### src/rtl/clock_div_prog_multi.sv
// clock_div_prog_multi: NUM_CH runtime-programmable clock dividers with per-period tick
// strobes, per-channel enable and a common in-phase restart.
module clock_div_prog_multi #(
    parameter int NUM_CH      = 4,
    parameter int CNT_W       = 17,
    parameter int DEFAULT_DIV = 10
) (
    input  logic              CLK_1MHZ_IN,
    input  logic              RESET,
    input  logic [NUM_CH-1:0] CH_EN,
    input  logic [NUM_CH-1:0] DIV_LOAD,
    input  logic [CNT_W-1:0]  DIV_VALUE,
    input  logic              SYNC_START,
    output logic [NUM_CH-1:0] CLK_OUT,
    output logic [NUM_CH-1:0] TICK_OUT,
    output logic              DIV_ERR
);
    logic [CNT_W-1:0]  cnt_q [NUM_CH];
    logic [CNT_W-1:0]  cnt_d [NUM_CH];
    logic [CNT_W-1:0]  act_q [NUM_CH];
    logic [CNT_W-1:0]  act_d [NUM_CH];
    logic [CNT_W-1:0]  pend_q [NUM_CH];
    logic [CNT_W-1:0]  pend_d [NUM_CH];
    logic [CNT_W-1:0]  nd [NUM_CH];
    logic [CNT_W-1:0]  hi [NUM_CH];
    logic [CNT_W-1:0]  inc [NUM_CH];
    logic [NUM_CH-1:0] pflag_q, pflag_d, clk_q, clk_d, tick_q, tick_d, hist_q, hist_d;
    logic [NUM_CH-1:0] ld, restart, apply;
    logic              err_q, err_d, ld_ok;

    always_comb begin
        ld_ok  = DIV_VALUE > CNT_W'(1);
        ld     = DIV_LOAD & {NUM_CH{ld_ok}};
        err_d  = (|DIV_LOAD) & ~ld_ok;
        hist_d = CH_EN;
        for (int i = 0; i < NUM_CH; i++) begin
            // A load in the same cycle as a restart wins over any older pending value
            nd[i]         = ld[i] ? DIV_VALUE : pflag_q[i] ? pend_q[i] : act_q[i];
            hi[i]         = act_q[i] - (act_q[i] >> 1);
            inc[i]        = cnt_q[i] + CNT_W'(1);
            restart[i]    = CH_EN[i] & (~hist_q[i] | SYNC_START | (inc[i] == act_q[i]));
            apply[i]      = ~CH_EN[i] | restart[i];
            act_d[i]      = apply[i] ? nd[i] : act_q[i];
            pflag_d[i]    = apply[i] ? 1'b0 : (pflag_q[i] | ld[i]);
            pend_d[i]     = ld[i] ? DIV_VALUE : pend_q[i];
            cnt_d[i]      = (CH_EN[i] & ~restart[i]) ? inc[i] : '0;
            clk_d[i]      = restart[i] | (CH_EN[i] & clk_q[i] & (inc[i] != hi[i]));
            tick_d[i]     = restart[i];
        end
    end

    always_ff @(posedge CLK_1MHZ_IN or negedge RESET) begin
        if (!RESET) begin
            for (int i = 0; i < NUM_CH; i++) begin
                cnt_q[i]  <= '0;
                act_q[i]  <= CNT_W'(DEFAULT_DIV);
                pend_q[i] <= CNT_W'(DEFAULT_DIV);
            end
            pflag_q <= '0;
            clk_q   <= '0;
            tick_q  <= '0;
            hist_q  <= '0;
            err_q   <= 1'b0;
        end else begin
            cnt_q   <= cnt_d;
            act_q   <= act_d;
            pend_q  <= pend_d;
            pflag_q <= pflag_d;
            clk_q   <= clk_d;
            tick_q  <= tick_d;
            hist_q  <= hist_d;
            err_q   <= err_d;
        end
    end

    assign CLK_OUT  = clk_q;
    assign TICK_OUT = tick_q;
    assign DIV_ERR  = err_q;
endmodule

### config.mk
export PLATFORM = sky130hd
export DESIGN_NAME = clock_div_prog_multi
export DESIGN_NICKNAME = d
export VERILOG_FILES = /design/src/rtl/clock_div_prog_multi.sv
export SDC_FILE = /design/constraint.sdc
export NUM_CORES = 1
export LEC_CHECK = 0
export ABC_AREA = 1
export BUFFER_PORTS_ARGS = -buffer_cell sky130_fd_sc_hd__buf_2
export CAP_MARGIN = 25
export CORE_MARGIN = 1.5
export CORE_UTILIZATION = 50
export CTS_BUF_LIST = sky130_fd_sc_hd__clkbuf_4
export CTS_CLUSTER_SIZE = 14
export DETAILED_ROUTE_END_ITERATION = 6
export PLACE_DENSITY_LB_ADDON = 0.25
export SYNTH_ARGS = -nofsm -noshare
export SYNTH_HDL_FRONTEND = slang
export SYNTH_SLANG_ARGS = --single-unit
### constraint.sdc
create_clock -name CLK_1MHZ_IN -period 6.55 [get_ports CLK_1MHZ_IN]
set_clock_uncertainty 0.2 [all_clocks]
set_input_delay 1.6375 -clock CLK_1MHZ_IN [delete_from_list [all_inputs] [get_ports CLK_1MHZ_IN]]
set_output_delay 1.6375 -clock CLK_1MHZ_IN [all_outputs]
set_load 0.005 [all_outputs]
# After elaboration in Yosys (flattened, before gate mapping)
# Index checks and enable logic that the tools add are counted.
[totals]
register_bits = 221
word_cells = 110
[classes]
addsub = 8
n_lt_le_gt_ge = 1
eq_ne = 8
muxes = 16
n_bitwise = 51
n_reduce_logical = 9
[op_table]
columns = ["cell", "n"]
rows = [
  ["$mux W17", 12],
  ["$add A17 B1 Y17 const B", 4],
  ["$eq A17 B17 Y1", 4],
  ["$ne A17 B17 Y1", 4],
  ["$sub A17 B16 Y17", 4],
  ["$or A1 B1 Y1", 20],
  ["$and A1 B1 Y1", 17],
  ["$gt A17 B1 Y1 const B", 1],
  ["$not A1 Y1", 13],
  ["$reduce_and A2 Y1", 4],
  ["$reduce_bool A2 Y1", 4],
  ["$and A4 B4 Y4", 1],
  ["$mux W1", 4],
  ["$reduce_or A4 Y1", 1],
]

# Depth between registers and ports, before layout
# Gate-level depths: netlist (run 1).
[depth]
ltp_word = 7
depth_mapped = 19
mapped_depth_nobuf = 19

# Least setup slack after synthesis (run 1)
# Ideal clock, no wire load.
[synth_path]
kind = "input port to flip-flop"
from = "input port DIV_VALUE[4]"
to = "register act_q[58] (netlist name)"
setup_time_ns = 0.117
t_arrival_ns = 2.879
t_required_ns = 6.233
path_slack_ns = 3.354
cell_stages = 7
n_path_buf = 1
path_cell_list = "nor4_1 -> nand4_1 -> nand2_1 -> nand2_1 -> clkbuf_1 -> nand3_1 -> nand2_1"
[synth_via]
elab_chain_cells = 4
elab_cells_between_ends = 5
[synth_lines]
columns = ["element", "line", "rtl"]
rows = [
  ["from (decl)", "12", "input logic [CNT_W-1:0] DIV_VALUE,"],
  ["$gt A17 B1 Y1 *", "32", "ld_ok = DIV_VALUE > CNT_W'(1);"],
  ["$and A4 B4 Y4 *", "33", "ld = DIV_LOAD & {NUM_CH{ld_ok}};"],
  ["$reduce_bool A2 Y1 (no source line)", "n/a", ""],
  ["$reduce_and A2 Y1 (no source line)", "n/a", ""],
  ["to (signal, indexed assignment)", "56", "act_q[i] <= CNT_W'(DEFAULT_DIV);"],
  ["to (signal assigned)", "66", "act_q <= act_d;"],
  ["to (decl)", "20", "logic [CNT_W-1:0] act_q [NUM_CH];"],
]
# Every way passes the cells marked *; elsewhere a longest branch is shown, timed or not.
# A chain may end at the register's enable or synchronous reset.

# Final worst setup path (run 1)
[layout_path]
from = "input port DIV_VALUE[11]"
to = "register act_q[49] (netlist name)"
# Same word-level chain as after synthesis.

==> reports/qor.txt, run 1 <==
Status -> complete, no violations
Final-report hold violation count -> 0
Reg2Reg Depth -> 17
Drt total wl -> 41990 um
Synth Net Count -> 2635
Num CTS Buffers -> 59
Synth Area in Simple Gates -> 41.96%
Dpl hpwl -> 32880 um
1st-iter DRT viols -> 1151
Async S/R FF share, synth -> 100.0%
Port Buffers -> 36
RSZ-0062 raised after global routing -> false
Top cell type's share of synthesized area -> 31.46%
Post-CTS sizing -> 0
XOR/XNOR Fraction of Synth Area -> 3.331%
Placer Congestion -> 0.9445
Largest family of logic cells by synthesized area -> simple AND/OR/NAND/NOR gates
GR Overflow Total -> 0
Adder-Cell Fraction of Synth Area -> 6.016%
Max-capacitance violation count -> 0
Worst setup margin -> 2633 ps
First-pass iteration count of the detailed router -> 7
Die Wd -> 183.6 um
Initial antenna violation count -> 0
Setup bufs post-CTS -> 0
Fin crit period -> 3917 ps
Clock power frac -> 27.6%
Leak -> 9.677 nW
CTS Hold Buffers Added -> 0
Worst-path clk slew -> 60 ps
CTS tree -> done
Crit path capture type -> register
Synth area leader -> dfrtp_1
Register area share after synthesis -> 34.04%
Setup TNS -> 0 ps
Capturing point of the worst reg2reg path -> act_q[19]
Number of global-route vias before repair -> 14851
Slew margin rel. -> 39.48%
Filler cells -> 3108
Tcrit/Tclk final -> 59.80%
Syn Std Cell Area -> 0.01630 sq mm
Top post-synthesis cells by area -> dfrtp_1 (31%), nand2_1 (23%), inv_1 (9.0%), nand3_1 (8.8%), ha_1 (5.5%)
Post-layout nets -> 2701
Reg2reg start -> cnt_q[17]
Psw -> 0.001766 W
Post-synth EDFFs -> 0
Startpoint types -> input pin
GRT Total Usage -> 25.75%
Clk sink count -> 221
Root buffer cell -> clkbuf_4
Largest net degree at the start of global routing -> 148
First-pass GRT wire length -> 70710 um
CORE AREA -> 0.03180 sq mm
Die H -> 183.6 um
Ys flop type -> dfrtp_1
Distinct cell type count after synthesis -> 40
Number of setup violations in the final report -> 0
Post-synthesis mux area share -> 0%
Cell Int Power -> 0.002740 W
Share of cells above drive strength 1 -> 7.526%
Area grow syn2layout -> 8.372%
IO Count -> 37
Drt drc -> 0
Final instance area -> 0.01767 sq mm
Via Count -> 15657
Worst-margin pin slew -> 905.5 ps
Via/cell ratio -> 5.085
Pwr dens -> 255.0 mW/mm^2
Area post-placement -> 0.01688 sq mm
Combinational power share -> 37.3%
Clock Path Buffers -> 3
Antenna Cells -> 0
WL/cell -> 13.64 um
Critical path fanouts, max -> 36
Switching share of total power -> 39.20%
Hold Startpoint -> act_q[54]
Yosys warning total -> 0
FF+latch area -> 0.005550 sq mm
Mapped Cells -> 2531
Peak supply drop -> 0.2482 mV
Crit path DAT -> 4290 ps
Worst Path Required -> 6920 ps
R2r setup slk -> 3290 ps
Compound-Gate Fraction of Synth Area -> 4.420%
Sequential power share -> 35.1%
Hold crit path type -> register to register
Multi-input gate area -> 0.009086 sq mm
Hold depth -> 2
Final core occ -> 55.57%
FF+latch count, synth -> 221
Slew Limit Fails -> 0
Post-route ant nets -> 0
Die area -> 0.03370 sq mm
Clock Latency Late Sink -> 690 ps
H-tree level count -> 2
Avg Cell Area, Syn -> 6.442 sq um
Pre-CTS setup slack -> 2044 ps
Hold Path End -> act_q[54]
Num rows -> 65
Achievable Freq -> 255.3 MHz
Starting Density -> 51.27%
CP Class -> input pin to register
## worst max path at each step
stage                       start   endpoint  slack, ps  cells past startpoint
floorplan            DIV_VALUE[4]  act_q[58]       3350                      7
global placement    DIV_VALUE[11]  act_q[20]       2110                      8
detailed placement   DIV_VALUE[7]  act_q[49]       2040                      8
CTS                  DIV_VALUE[7]  act_q[49]       2720                      8
global route        DIV_VALUE[11]  act_q[41]       2260                      8
finish              DIV_VALUE[11]  act_q[49]       2630                      8
## stage by stage
stage          std cells  hold WS [ps]  total power, W
2_1_floorplan       2531         252.4        0.002873
4_1_cts             3079         299.1        0.004526
3_5_place_dp        2971         289.0        0.003267
6_report            3079         293.6        0.004506
5_1_grt             3079         317.2        0.004881
3_3_place_gp        2971         278.1        0.003229
## cell type report
type                    count  area share (%)
inverters                 393           8.349
clock buffers              89           3.781
clock inverters            19          0.6798
multi-input cells        1883           51.42
repair buffers             39           1.275
well taps                 435           3.080
flip-flops and latches    221           31.41
## sequential cells by signal, indices dropped and copies added, names as in the netlist
signal	flops
cnt_q	68
hist_q	4
CLK_OUT	4
TICK_OUT	4
pend_q	68
DIV_ERR	1
pflag_q	4
act_q	68
## power by group through the flow
stage / clock [W] / combinational (W) / sequential, W
2_1_floorplan: 0 / 0.00131 / 0.00156
3_3_place_gp: 0 / 0.00163 / 0.00160
3_5_place_dp: 0 / 0.00166 / 0.00160
4_1_cts: 0.00127 / 0.00167 / 0.00158
5_1_grt: 0.00134 / 0.00195 / 0.00159
6_report: 0.00124 / 0.00168 / 0.00158
## worst max-delay path, cell delays in order
cell and delay [ps]:
buf_2 110, nor4_1 290, nand4_1 300, nand2_1 770
nand2_1 630, nand2_4 380, nand2_1 100, nand2_1 70
## metal layers
metal / vias up / track usage, % / wire length (um)
met1: 7178 / 36.14 / 20190
met2: 360 / 41.98 / 18990
li1: 8063 / - / -
met4: 0 / 7.279 / 867
met5: - / 0 / 0
met3: 56 / 2.991 / 1948
## logic make-up (layout without fill, tap and decap cells)
logic type | count (synthesis) | count (layout)
AOI/OAI and AO/OA | 138 | 138
xor gates and xnor gates | 58 | 58
adders and majority gates | 76 | 76
buffers and inverters | 427 | 540
DFF | 221 | 221
and+or+nand+nor | 1611 | 1611
## synthesized netlist by cell type (10+ instances only)
| master | instances |
|---|---|
| o21ai_0 | 76 |
| dfstp_2 | 16 |
| a21oi_1 | 47 |
| nand3_1 | 288 |
| xnor2_1 | 20 |
| inv_1 | 391 |
| nor2_1 | 220 |
| nand3b_1 | 14 |
| dfrtp_1 | 205 |
| ha_1 | 72 |
| and2_1 | 10 |
| nor3_1 | 14 |
| clkbuf_1 | 18 |
| nand2_2 | 11 |
| xor2_1 | 35 |
| nand2_1 | 979 |
| nand4_1 | 35 |
## placed cells by master, fill, tap and decap left out, types with 4 or more instances in the layout
master,n
ha_1,72
and2_1,10
clkinv_2,4
dfstp_2,16
nand3_4,4
o21ai_0,76
buf_2,35
dfrtp_1,205
clkbuf_4,89
nor4_1,6
nor2_1,220
nor2_4,8
nand2_4,4
nor2_2,9
xnor2_1,20
nand3b_1,14
fa_1,4
nor3_1,14
nand2_2,11
nand2_1,979
o21bai_1,4
nand3_1,288
nand4_1,35
inv_1,391
a21oi_1,47
clkinv_1,11
nand3_2,4
xor2_1,35
No activity file was read; power rests on OpenSTA's default activity.
==> run 2: changes to the inputs <==
==> constraint.sdc (replaced) <==
create_clock -name CLK_1MHZ_IN -period 3.72 [get_ports CLK_1MHZ_IN]
set_clock_uncertainty 0.2 [all_clocks]
set_input_delay 0.93 -clock CLK_1MHZ_IN [delete_from_list [all_inputs] [get_ports CLK_1MHZ_IN]]
set_output_delay 0.93 -clock CLK_1MHZ_IN [all_outputs]
set_load 0.005 [all_outputs]
==> run 2 against run 1 <==
The flow now finishes with violations (hold timing). Total power is 79% higher. Largest cell class unchanged. Largest power group unchanged. Routed wire length hardly changed. Critical path type is now register to register. Setup slack worse by 1900 ps.
==> reports/qor.txt, run 2 (synthesis results as in run 1) <==
1st-iter DRT viols -> 1064 (-7.6%)
Fin crit period -> 3026 ps
Most frequent cells in the layout -> nand2_1 (979), inv_1 (391), nand3_1 (288), nor2_1 (220), dfrtp_1 (205)
Initial antenna violation count -> 2 (+2)
Leak -> 9.738 nW (+0.62%)
Starting Density -> 51.27% (unchanged)
Number of setup violations in the final report -> 0 (unchanged)
Largest net degree at the start of global routing -> 81 (-45%)
Slew margin rel. -> 56.70% (+17 points)
Root buffer cell -> clkbuf_4
Final core occ -> 55.96% (+0.39 points)
Die Wd -> 183.6 um (unchanged)
Area grow syn2layout -> 9.132%
Critical-path top delay cell -> dfrtp_1
Setup bufs post-CTS -> 0 (unchanged)
Failing checks -> hold timing
Final instance area -> 0.01779 sq mm (+0.70%)
Tcrit/Tclk final -> 81.35%
Placer Congestion -> 0.9364 (-0.86%)
CP Cell Sequence -> ha_1, nand3_2, nor2_4, nand2_2, nand2_1, nand2_1, nand2_1, nand3_1, nor2_1, nand2_1, nor2_1, nand2_2, nand3_4, buf_4, nand3_1, nand2_1
RSZ-0062 raised after global routing -> false
First-pass GRT wire length -> 71170 um (+0.65%)
Die H -> 183.6 um (unchanged)
Hold crit path type -> input pin to asynchronous set/reset pin
First-pass iteration count of the detailed router -> 5 (-2)
Largest registers -> act_q (68), cnt_q (68), pend_q (68)
GRT Total Usage -> 25.83% (+0.075 points)
Worst Path Required -> 4120 ps (-2800 ps)
Crit path capture type -> register
Via/cell ratio -> 5.104 (+0.37%)
Clock Path Buffers -> 3 (unchanged)
GR Overflow Total -> 0 (unchanged)
WL/cell -> 13.59 um (-0.33%)
Clk sink count -> 221 (unchanged)
H-tree level count -> 2 (unchanged)
Slew Limit Fails -> 0 (unchanged)
Final hold slack -> -1.198 ps (-294.8 ps)
CTS tree -> done
Dpl hpwl -> 33120 um (+0.71%)
Status -> complete, but fails checks
Most used cell, CP -> nand2_1
Num rows -> 65 (unchanged)
Achievable Freq -> 330.4 MHz
Via Count -> 15766 (+0.70%)
IO Count -> 37 (unchanged)
Crit path DAT -> 3430 ps (-860 ps)
Die area -> 0.03370 sq mm (unchanged)
Critical path fanouts, max -> 19 (-47%)
CP Class -> register to register
Drt total wl -> 41990 um (about the same)
Number of global-route vias before repair -> 15102 (+1.7%)
Clock Latency Late Sink -> 690 ps (about the same)
Max-capacitance violation count -> 0 (unchanged)
Worst-path clk slew -> 70 ps (about the same)
Post-layout nets -> 2708 (+0.26%)
Final-report hold violation count -> 1 (+1)
Worst-margin pin slew -> 649.5 ps (-256.1 ps)
CTS Hold Buffers Added -> 0 (unchanged)
Post-CTS sizing -> 0 (unchanged)
Most common cell after layout, fill and taps aside -> nand2_1
Post-route ant nets -> 0 (unchanged)
Num CTS Buffers -> 57 (-3.4%)
Drt drc -> 0 (unchanged)
Startpoint types -> register
Port Buffers -> 36 (unchanged)
Peak supply drop -> 0.3502 mV (+41%)
Area post-placement -> 0.01697 sq mm (+0.55%)
Worst setup margin -> 693.6 ps (-1939 ps)
Setup TNS -> 0 ps (unchanged)
Worst path max stage delay -> 430 ps (-340 ps)
Pwr dens -> 452.7 mW/mm^2 (+78%)
Share of cells above drive strength 1 -> 7.727% (+0.20 points)
CORE AREA -> 0.03180 sq mm (unchanged)
Pre-CTS setup slack -> 450.8 ps (-1593 ps)
run 2: changes by cell type in the layout (fill, tap and decap cells not counted):
| cell | change |
|---|---|
| inv_2 | -1 |
| clkinv_1 | +3 |
| clkinv_8 | -1 |
| clkbuf_4 | -3 |
| buf_12 | +2 |
| buf_4 | +7 |
| bufinv_16 | +2 |
| diode_2 | +1 |
run 2: final timing paths:
| kind | from | endpoint | slack (ps) | cells after the start |
|---|---|---|---|---|
| hold / removal | RESET | cnt_q[29] | -1 | 1 |
| min in group CLK_1MHZ_IN | CH_EN[0] | hist_q[0] | 220 | 1 |
| setup reg to reg | cnt_q[34] | act_q[36] | 690 | 16 |
| max in group asynchronous | RESET | act_q[37] | 2440 | 2 |
| hold reg to reg | act_q[20] | act_q[20] | 290 | 2 |
| setup / recovery | cnt_q[34] | act_q[36] | 690 | 16 |
run 2: per-layer routing:
metal / vias to the layer above / GRT usage, % / share of wire, %
met3: 68 / 4.081 / 5.9
li1: 8076 / - / -
met2: 435 / 42.17 / 45
met4: 0 / 8.098 / 2.3
met5: - / 0 / 0
met1: 7187 / 35.17 / 47
run 2: cell type report:
cell class              instances  area [sq um]
well taps                     435         544.3
fillers                      3162         14010
diodes                          1         2.502
inverters                     393          1475
clock buffers                  86         645.6
clock inverters                22         171.4
multi-input cells            1883          9086
repair buffers                 48         317.8
flip-flops and latches        221          5550
run 2: stage by stage:
stage,power [W],cells
6_report,0.008054,3089
5_1_grt,0.008727,3089
3_5_place_dp,0.005770,2980
3_3_place_gp,0.005685,2980
4_1_cts,0.008092,3088
2_1_floorplan,0.005059,2531
run 2: power by group:
part	internal (W)	switching (W)	total, W
registers	0.00260	0.000182	0.00278
clock network	0.00127	0.00103	0.00230
logic	0.00106	0.00191	0.00298
run 2: critical path: cells and delay by family, from the launching register on:
| kind | cells | cell delay [ps] |
|---|---|---|
| fa+ha+maj | 1 | 270 |
| buf+inv | 1 | 270 |
| simple gates | 14 | 1740 |
| flops | 1 | 430 |
==> run 3: changes to the inputs <==
==> constraint.sdc (replaced) <==
create_clock -name CLK_1MHZ_IN -period 2.8 [get_ports CLK_1MHZ_IN]
set_clock_uncertainty 0.2 [all_clocks]
set_input_delay 0.7 -clock CLK_1MHZ_IN [delete_from_list [all_inputs] [get_ports CLK_1MHZ_IN]]
set_output_delay 0.7 -clock CLK_1MHZ_IN [all_outputs]
set_load 0.005 [all_outputs]
==> run 3 against run 2 <==
The run ends with DRC left. First-iteration DRC count is 9.0% higher. Critical path depth is 3 lower. Via count is 2.1% higher. Maximum frequency is 14% higher. Hold slack better by 270 ps. Non-clock buffer count is 52 higher. Register-to-register slack worse by 560 ps. Critical endpoint is now CLK_OUT[2]. Total power is 33% higher. Setup slack worse by 560 ps. Count of clock-buffer cells in the layout is 8 higher.
==> reports/qor.txt, run 3 (synthesis results as in run 1) <==
Filler cells -> 3100 (-2.0%)
Slew margin rel. -> 52.28% (-4.4 points)
Status -> complete, but fails checks
Largest net degree at the start of global routing -> 65 (-20%)
Root buffer cell -> clkbuf_4
Clk sink count -> 221 (unchanged)
CTS tree -> done
Startpoint types -> register
Dpl hpwl -> 34090 um (+2.9%)
Max-capacitance violation count -> 0 (unchanged)
Clock Path Buffers -> 3 (unchanged)
Largest registers -> act_q (68), cnt_q (68), pend_q (68)
Area post-placement -> 0.01721 sq mm (+1.4%)
WL/cell -> 13.88 um (+2.1%)
Post-route ant nets -> 0 (unchanged)
Port Buffers -> 36 (unchanged)
Area grow syn2layout -> 13.46%
Starting Density -> 51.27% (unchanged)
Initial antenna violation count -> 1 (-1)
Reg2reg start -> act_q[20]
Die H -> 183.6 um (unchanged)
Die Wd -> 183.6 um (unchanged)
Num CTS Buffers -> 57 (unchanged)
Hold crit path type -> input pin to register
Setup TNS -> 0 ps (unchanged)
Worst-path clk slew -> 70 ps (about the same)
Achievable Freq -> 375.6 MHz (+14%)
CP Cell Sequence -> inv_1, ha_1, nand2_1, nor2_1, nor2_1, nor2_1, nor2_1, nor3_1, nor2_1, xor2_1, nand4_1, nand2_1, nand2_1
Total power after layout -> 0.01073 W (+33%)
Worst-margin pin slew -> 714.1 ps (+64.67 ps)
Pre-CTS setup slack -> -48.41 ps (-499.2 ps)
Leak -> 10.04 nW (+3.1%)
CP Class -> register to register
Slew Limit Fails -> 0 (unchanged)
Num rows -> 65 (unchanged)
Number of global-route vias before repair -> 15376 (+1.8%)
Tcrit/Tclk final -> 95.08% (+14 points)
Drt total wl -> 43570 um (+3.8%)
Pwr dens -> 580.1 mW/mm^2 (+28%)
Most used cell, CP -> nor2_1
Placer Congestion -> 0.9542 (+1.9%)
Critical path fanouts, max -> 4 (-15)
Crit path capture type -> register
First-pass iteration count of the detailed router -> 7 (+2)
H-tree level count -> 2 (unchanged)
Fin crit period -> 2662 ps (-364.3 ps)
Most common cell after layout, fill and taps aside -> nand2_1
Die area -> 0.03370 sq mm (unchanged)
First-pass GRT wire length -> 72230 um (+1.5%)
Final-report hold violation count -> 0 (-1)
Most frequent cells in the layout -> nand2_1 (962), inv_1 (388), nand3_1 (283), nor2_1 (208), dfrtp_1 (205)
Crit path from -> act_q[20]
Via Count -> 16096 (+2.1%)
Final hold slack -> 265.7 ps (+266.9 ps)
GRT Total Usage -> 26.31% (+0.48 points)
Critical-path top delay cell -> dfstp_2
Clock Latency Late Sink -> 700 ps (about the same)
Hold Startpoint -> DIV_LOAD[0]
Post-layout nets -> 2763 (+2.0%)
Final instance area -> 0.01850 sq mm (+4.0%)
Via/cell ratio -> 5.126 (+0.43%)
IO Count -> 37 (unchanged)
Failing checks -> DRC
Number of setup violations in the final report -> 0 (unchanged)
GR Overflow Total -> 0 (unchanged)
Worst setup margin -> 137.9 ps (-555.7 ps)
Crit path max-delay family -> simple AND/OR/NAND/NOR gates
Worst path max stage delay -> 570 ps (+140 ps)
Share of cells above drive strength 1 -> 11.58% (+3.9 points)
CORE AREA -> 0.03180 sq mm (unchanged)
Crit path DAT -> 3060 ps (-370 ps)
Drt drc -> 8 (+8)
1st-iter DRT viols -> 1160 (+9.0%)
Peak supply drop -> 0.4409 mV (+26%)
Worst Path Buf+Inv -> 1 (unchanged)
Worst Path Required -> 3200 ps (-920 ps)
==> run 3: changes by cell type in the layout (fill, tap and decap cells not counted), sizes merged, moves of 2 or more <==
cell / change
clkbuf: +8
nand3: +2
dlygate4sd3: +5
clkinv: -11
bufinv: -2
buf: +47
==> run 3: worst paths after layout <==
check / depth (start not counted) / slack, ps / end
max: 13 / 140 / CLK_OUT[2]
min: 3 / 270 / DIV_ERR
max reg2reg: 13 / 140 / CLK_OUT[2]
min reg2reg: 2 / 290 / act_q[37]
max in group asynchronous: 3 / 1340 / pend_q[1]
min in group asynchronous: 2 / 280 / act_q[30]
==> run 3: power by group <==
part           leakage [nW]  internal [W]  total (W)  switching (W)
clock network         0.465       0.00160    0.00292        0.00132
registers              2.81       0.00345    0.00368       0.000230
logic                  6.77       0.00150    0.00413        0.00263
==> run 3: layout make-up <==
class                      instances  area, sq um  area share, %
tap                              435        544.3          2.942
clock buffer                      94        705.7          3.815
inverter                         393         1478          7.988
multi-input combinational       1886         9376          50.69
antenna                            2        5.005        0.02705
clock inverter                     9        67.56         0.3652
sequential                       221         5550          30.00
timing repair buffer             100        772.0          4.173
==> run 3: per-layer routing <==
metal  share of wire (%)  up-vias  GRT usage (%)
li1                    -     8206              -
met1                  45     7367          35.19
met2                  46      447          43.00
met3                 6.6       76          5.111
met4                 2.6        0          8.230
met5                   0        -              0
==> run 3: through the flow <==
| step | util, % | cells |
|---|---|---|
| 2_1_floorplan | - | 2531 |
| 3_3_place_gp | 54.13 | 3010 |
| 3_5_place_dp | 54.13 | 3010 |
| 4_1_cts | 56.73 | 3118 |
| 5_1_grt | 58.17 | 3140 |
| 6_report | 58.17 | 3140 |
==> run 3: repair_timing <==
item / in CTS / in global routing
hold buffers: 5 / 0
hold endpoints to repair: 46 / 0
endpoints found under the setup margin: 1 / 121
gates resized for setup: 1 / 75
setup buffers: 0 / 17
gates cloned: 0 / 3
pin swaps: 0 / 15
==> run 3: tightest hold or removal path, delay by kind of cell <==
kind          cells  cell delay [ps]
simple gates      2              260
buf+inv           1               90
